===== src/rtl/registro_lectura_resultados_pkg.sv =====
// Shared definitions for the result read-back block: host address map,
// STATUS bit positions, FSM states and default sizes.
package registro_lectura_resultados_pkg;

    localparam int WIDTH_DEFAULT = 32;
    localparam int DEPTH_DEFAULT = 4;

    localparam logic [8:0] ADDR_STATUS   = 9'h040;
    localparam logic [8:0] ADDR_RESULT   = 9'h041;
    localparam logic [8:0] ADDR_PEEK     = 9'h042;
    localparam logic [8:0] ADDR_COUNT    = 9'h043;
    localparam logic [8:0] ADDR_OVFCOUNT = 9'h044;

    localparam int STATUS_BUSY      = 0;
    localparam int STATUS_NOT_EMPTY = 1;
    localparam int STATUS_FULL      = 2;
    localparam int STATUS_OVERFLOW  = 3;
    localparam int STATUS_UNDERFLOW = 4;
    localparam int STATUS_SPURIOUS  = 5;
    localparam int STATUS_BITS      = 6;

    typedef enum logic [1:0] {
        ST_IDLE,
        ST_RUN,
        ST_RELEASE
    } state_t;

endpackage


===== src/rtl/registro_lectura_resultados_result_fifo.sv =====
// Small synchronous FIFO holding captured results until the host reads them.
// A push while full is only taken when a pop frees a slot in the same cycle;
// a pop while empty does nothing.
module result_fifo #(
    parameter int Width = 32,
    parameter int Depth = 4
) (
    input  logic                     clk,
    input  logic                     reset,
    input  logic                     push,
    input  logic [Width-1:0]         push_data,
    input  logic                     pop,
    output logic [Width-1:0]         head,
    output logic                     full,
    output logic                     empty,
    output logic [$clog2(Depth):0]   count
);

    localparam int PW = $clog2(Depth);
    localparam int CW = PW + 1;

    logic [Width-1:0] mem [Depth];
    logic [PW-1:0]    wr_ptr;
    logic [PW-1:0]    rd_ptr;
    logic             do_push;
    logic             do_pop;

    assign full    = (count == CW'(Depth));
    assign empty   = (count == '0);
    assign do_pop  = pop && !empty;
    assign do_push = push && (!full || do_pop);
    assign head    = mem[rd_ptr];

    // Storage array; written only on an accepted push, no reset needed.
    always_ff @(posedge clk) begin
        if (do_push) begin
            mem[wr_ptr] <= push_data;
        end
    end

    // Pointers wrap naturally because Depth is a power of two.
    always_ff @(posedge clk) begin
        if (reset) begin
            wr_ptr <= '0;
            rd_ptr <= '0;
            count  <= '0;
        end else begin
            if (do_push) begin
                wr_ptr <= wr_ptr + PW'(1);
            end
            if (do_pop) begin
                rd_ptr <= rd_ptr + PW'(1);
            end
            case ({do_push, do_pop})
                2'b10:   count <= count + CW'(1);
                2'b01:   count <= count - CW'(1);
                default: count <= count;
            endcase
        end
    end

endmodule


===== src/rtl/registro_lectura_resultados.sv =====
// Read side of the host interface: follows each Start/Done computation,
// captures the datapath result into a FIFO, pulses ResetStart once captured,
// and serves status/results to the host through a one-cycle registered port.
module registro_lectura_resultados
    import registro_lectura_resultados_pkg::*;
#(
    parameter int Width = WIDTH_DEFAULT,
    parameter int Depth = DEPTH_DEFAULT
) (
    input  logic              CLK,
    input  logic              Reset,
    input  logic              Start,
    input  logic              Done,
    input  logic [Width-1:0]  Resultado,
    input  logic              Read,
    input  logic [8:0]        Address,
    output logic [Width-1:0]  OutDatoMemoria,
    output logic              ReadValid,
    output logic              ResetStart,
    output logic              Busy,
    output logic              Irq
);

    localparam int CW = $clog2(Depth) + 1;

    state_t                   state;
    logic                     start_prev;
    logic                     overflow;
    logic                     underflow;
    logic                     spurious_done;
    logic [7:0]               ovf_count;

    logic                     push_req;
    logic                     result_rd;
    logic                     status_rd;
    logic                     ovfcount_rd;
    logic                     overflow_set;
    logic                     underflow_set;
    logic                     spurious_set;

    logic [Width-1:0]         fifo_head;
    logic                     fifo_full;
    logic                     fifo_empty;
    logic [CW-1:0]            fifo_count;

    logic [STATUS_BITS-1:0]   status_bits;
    logic [Width-1:0]         read_data;

    assign push_req      = (state == ST_RUN) && Done;
    assign spurious_set  = Done && (state != ST_RUN);
    assign result_rd     = Read && (Address == ADDR_RESULT);
    assign status_rd     = Read && (Address == ADDR_STATUS);
    assign ovfcount_rd   = Read && (Address == ADDR_OVFCOUNT);
    assign overflow_set  = push_req && fifo_full && !result_rd;
    assign underflow_set = result_rd && fifo_empty;

    assign Irq = !fifo_empty || overflow || underflow || spurious_done;

    result_fifo #(
        .Width (Width),
        .Depth (Depth)
    ) u_result_fifo (
        .clk       (CLK),
        .reset     (Reset),
        .push      (push_req),
        .push_data (Resultado),
        .pop       (result_rd),
        .head      (fifo_head),
        .full      (fifo_full),
        .empty     (fifo_empty),
        .count     (fifo_count)
    );

    // Computation lifecycle: start on a rising Start edge, capture on Done,
    // then spend one cycle releasing the start/input registers.
    always_ff @(posedge CLK) begin
        if (Reset) begin
            state      <= ST_IDLE;
            start_prev <= 1'b0;
            Busy       <= 1'b0;
            ResetStart <= 1'b0;
        end else begin
            start_prev <= Start;
            ResetStart <= 1'b0;
            case (state)
                ST_IDLE: begin
                    if (Start && !start_prev) begin
                        state <= ST_RUN;
                        Busy  <= 1'b1;
                    end
                end
                ST_RUN: begin
                    if (Done) begin
                        state      <= ST_RELEASE;
                        ResetStart <= 1'b1;
                    end else if (!Start) begin
                        state <= ST_IDLE;
                        Busy  <= 1'b0;
                    end
                end
                ST_RELEASE: begin
                    state <= ST_IDLE;
                    Busy  <= 1'b0;
                end
                default: begin
                    state <= ST_IDLE;
                    Busy  <= 1'b0;
                end
            endcase
        end
    end

    // Sticky error flags: a new event in the same cycle as a STATUS read wins.
    always_ff @(posedge CLK) begin
        if (Reset) begin
            overflow      <= 1'b0;
            underflow     <= 1'b0;
            spurious_done <= 1'b0;
        end else begin
            overflow      <= overflow_set  || (overflow      && !status_rd);
            underflow     <= underflow_set || (underflow     && !status_rd);
            spurious_done <= spurious_set  || (spurious_done && !status_rd);
        end
    end

    // Saturating count of dropped results, cleared when the host reads it.
    always_ff @(posedge CLK) begin
        if (Reset) begin
            ovf_count <= 8'd0;
        end else if (ovfcount_rd) begin
            ovf_count <= overflow_set ? 8'd1 : 8'd0;
        end else if (overflow_set && (ovf_count != 8'hFF)) begin
            ovf_count <= ovf_count + 8'd1;
        end
    end

    // STATUS word assembled from the current (pre-update) flag values.
    always_comb begin
        status_bits                   = '0;
        status_bits[STATUS_BUSY]      = Busy;
        status_bits[STATUS_NOT_EMPTY] = !fifo_empty;
        status_bits[STATUS_FULL]      = fifo_full;
        status_bits[STATUS_OVERFLOW]  = overflow;
        status_bits[STATUS_UNDERFLOW] = underflow;
        status_bits[STATUS_SPURIOUS]  = spurious_done;
    end

    // Host read decode; unmapped addresses return zero.
    always_comb begin
        read_data = '0;
        case (Address)
            ADDR_STATUS:   read_data = {{(Width-STATUS_BITS){1'b0}}, status_bits};
            ADDR_RESULT:   read_data = fifo_empty ? '0 : fifo_head;
            ADDR_PEEK:     read_data = fifo_empty ? '0 : fifo_head;
            ADDR_COUNT:    read_data = {{(Width-CW){1'b0}}, fifo_count};
            ADDR_OVFCOUNT: read_data = {{(Width-8){1'b0}}, ovf_count};
            default:       read_data = '0;
        endcase
    end

    // Registered read port; data holds its last value between reads.
    always_ff @(posedge CLK) begin
        if (Reset) begin
            OutDatoMemoria <= '0;
            ReadValid      <= 1'b0;
        end else begin
            ReadValid <= Read;
            if (Read) begin
                OutDatoMemoria <= read_data;
            end
        end
    end

endmodule


===== config.mk =====
export PLATFORM = sky130hd
export DESIGN_NAME = registro_lectura_resultados
export DESIGN_NICKNAME = d
export VERILOG_FILES = /design/src/rtl/registro_lectura_resultados_pkg.sv /design/src/rtl/registro_lectura_resultados_result_fifo.sv /design/src/rtl/registro_lectura_resultados.sv
export SDC_FILE = /design/constraint.sdc
export NUM_CORES = 1
export LEC_CHECK = 0
export ABC_AREA = 0
export CAP_MARGIN = 30
export CORE_MARGIN = 2
export CORE_UTILIZATION = 60
export DETAILED_ROUTE_END_ITERATION = 8
export PLACE_DENSITY = 0.84
export SLEW_MARGIN = 20
export SYNTH_ARGS = -nofsm -noshare
export SYNTH_HDL_FRONTEND = slang
export SYNTH_SLANG_ARGS = --single-unit

===== constraint.sdc =====
create_clock -name CLK -period 4.4 [get_ports CLK]
set_input_delay 0.44 -clock CLK [delete_from_list [all_inputs] [get_ports CLK]]
set_output_delay 0.44 -clock CLK [all_outputs]
set_load 0.02 [all_outputs]

==> impl_metrics.csv <==
group,metric,value,unit
flow_run,drv_cap,0,
outcome,status,"finished clean",
yosys,post-synth-top-area-fraction,0.524,
grt,antenna_found_initial,0,
sta,rsz0062_at_grt,"no",
yosys,synth_cells,487,
yosys,ys.flop_type,"edfxtp_1",
sta,fmax,349,MHz
grt,grt_usage,0.243,
placed_design,portBuffers,81,
cts,clock-root-buffer,"clkbuf_16",
layout,nNetsFinal,619,
detailed_routing,drc_errors,0,
cts,ctsResizeCount,0,
worst_hold_path,hold_path.class,"primary input to flop",
cts,post_cts_buffers,0,
grt,grt_overflow,0,
placed_design,gp_congestion,0.846,
placed_design,placed_cell_area,8230,sq um
floorplanning,die_h,115,um
yosys,synth_area_leaders,"edfxtp_1 52%, dfxtp_1 16%, mux4_2 9.8%",
sta,slew_violations,0,
setup_path,cp_data_required_time,4760,ps
cts,clock_path_buffers,2,
cts,htreeDepth,4,
yosys,synthMostInstantiatedCell,"edfxtp_1",
detailed_routing,drt-initial-drc-count,351,
setup_path,crit_type,"primary input to flop",
cts,clk_pin_slew_worst_paths,60,ps
yosys,ys_seq_elements,186,
detailed_routing,top_layer,"met4",
yosys,seq_area_frac_synth,0.682,
floorplanning,row_count,40,
sta,skew,5.78,ps
pwr,total_power,3.35,mW
grt,grt_pass1_wl,23.5,mm
cts,postCtsHoldBufs,0,
sta,fin_tns_setup,0,ps
floorplanning,coreArea,12000,sq um
sta,finalCritPeriodShare,0.651,
cts,cts_sinks,186,
layout,diodes,0,
layout,area_growth,19.5,%
detailed_routing,first_pass_iters,5,
floorplanning,num_io_pins,82,
pwr,power.density,382,nW/um^2
placed_design,hpwl,9.42,mm
placed_design,pre_cts_slack,1150,ps
detailed_routing,wl,14.9,mm
setup_path,cp-end-kind,"flop",
layout,stdcell_count,726,
cts,clock_latency,430,ps
detailed_routing,wl_met1,6.05,mm
setup_path,crit_arrival,3220,ps
yosys,async_flop_share,0,
yosys,synth_nets,540,
cts,cts_tree,"done",
yosys,synth-edff-count,128,
yosys,ys_top_cells_by_count,"128 x edfxtp_1, 58 x dfxtp_1, 41 x nor2_1, 40 x a21oi_1, 33 x nor2b_1",
sta,hold_viol_final,0,
sta,slew_headroom,0.392,
setup_path,cp_max_fo,10,
yosys,synth_largest_area_cell,"edfxtp_1",
detailed_routing,ant_nets,0,
setup_path,startpoint_type,"primary input",
detailed_routing,dr_wl_met2,7.54,mm
sta,whs,440,ps
cts,numCtsBuffers,17,
sta,finalSetupViolCount,0,
grt,grt_pass1_vias,4574,
layout,drive_above_1_share,0.135,
placed_design,place_inst,693,
yosys,yosys_warnings,0,
pwr,peakVddDrop,0.000324,V
sta,fin_crit,2860,ps
yosys,synth_cell_types,55,
detailed_routing,vias,4418,
sta,timing.final.ws_setup,1540,ps
detailed_routing,vias_per_cell,6.09,
layout,stdcell_area,8770,sq um
detailed_routing,wl_met3,788,um
grt,grt_max_degree,52,
floorplanning,initial_core_util,0.614,
sta,worstMarginPinSlew,905,ps
floorplanning,die_area,13100,sq um
yosys,avgSynthCellArea,15.1,sq um
layout,fin_util,0.733,
floorplanning,dieWidth,115,um
yosys,synthesis.area,7340,sq um
detailed_routing,wl_per_cell,20.5,um
pwr,power_leakage,2.84,nW
[placed cells by master (no fill, tap or decap), types with 3 or more instances in the layout]
cell type and count:
nor2_1 41, mux4_2 32, o21ai_0 7, nor2b_1 33, clkinv_2 4, nand3_1 8
and3_2 4, dfxtp_1 56, nand2b_1 9, or4_1 4, nand2_1 8, nor3_1 8
buf_4 4, edfxtp_1 128, a31oi_1 5, inv_1 12, clkdlybuf4s50_1 79, clkbuf_16 17
nand4_1 3, ha_1 6, a21oi_1 40, mux2i_1 4, a22oi_1 5, clkinv_1 3
[area by class of cell]
class / count / area, sq um
tap: 147 / 184
clock buffer: 19 / 433
sequential: 186 / 5010
clock inverter: 13 / 80.1
fill: 718 / 3190
multi-input combinational: 263 / 2170
inverter: 12 / 45.0
timing repair buffer: 86 / 858
[cell families (layout without fill, tap and decap cells)]
logic type | after synthesis | after routing | share of synthesized area
AO/OA/AOI/OAI | 77 | 77 | 0.0644
XOR/XNOR | 4 | 4 | 0.00477
adder cells (fa/ha/maj) | 7 | 7 | 0.0130
buffers and inverters | 38 | 130 | 0.0237
flip-flops | 186 | 186 | 0.682
multiplexers | 37 | 37 | 0.105
AND/OR/NAND/NOR | 138 | 138 | 0.107
[state kept, by name (all words and copies together), names as in the netlist, 2 cells and up, named ones only]
| name | cells |
|---|---|
| u_result_fifo.rd_ptr | 2 |
| ovf_count | 8 |
| state | 2 |
| u_result_fifo.wr_ptr | 2 |
| OutDatoMemoria | 32 |
| u_result_fifo.count | 3 |
| u_result_fifo.mem | 128 |
[metal layers]
layer,vias up,GRT usage
li1,2019,-
met1,2182,0.299
met2,175,0.411
met3,42,0.0508
met4,0,0.121
met5,-,0
[critical path: stages]
cell             delay, ps
clkdlybuf4s50_1        680
nand4bb_1              350
o31a_1                 390
nor2_1                  80
inv_1                   70
ha_1                   170
inv_1                   60
fa_1                   370
xor2_1                 160
or3_1                  310
a21oi_1                140
[final timing paths]
| path | start | endpoint | slack [ps] | cells past startpoint |
|---|---|---|---|---|
| max | Address[1] | u_result_fifo.count[2] | 1540 | 11 |
| min | Reset | ResetStart | 440 | 2 |
| min reg2reg | OutDatoMemoria[0] | OutDatoMemoria[0] | 500 | 2 |
| max reg2reg | u_result_fifo.count[2] | u_result_fifo.count[2] | 1800 | 10 |
[where the power goes]
part | leakage [nW] | switching, mW | internal [mW]
logic | 0.973 | 0.0740 | 0.0638
clock network | 0.247 | 0.613 | 0.714
registers | 1.62 | 0.00721 | 1.88
No activity file was read; power rests on OpenSTA's default activity.
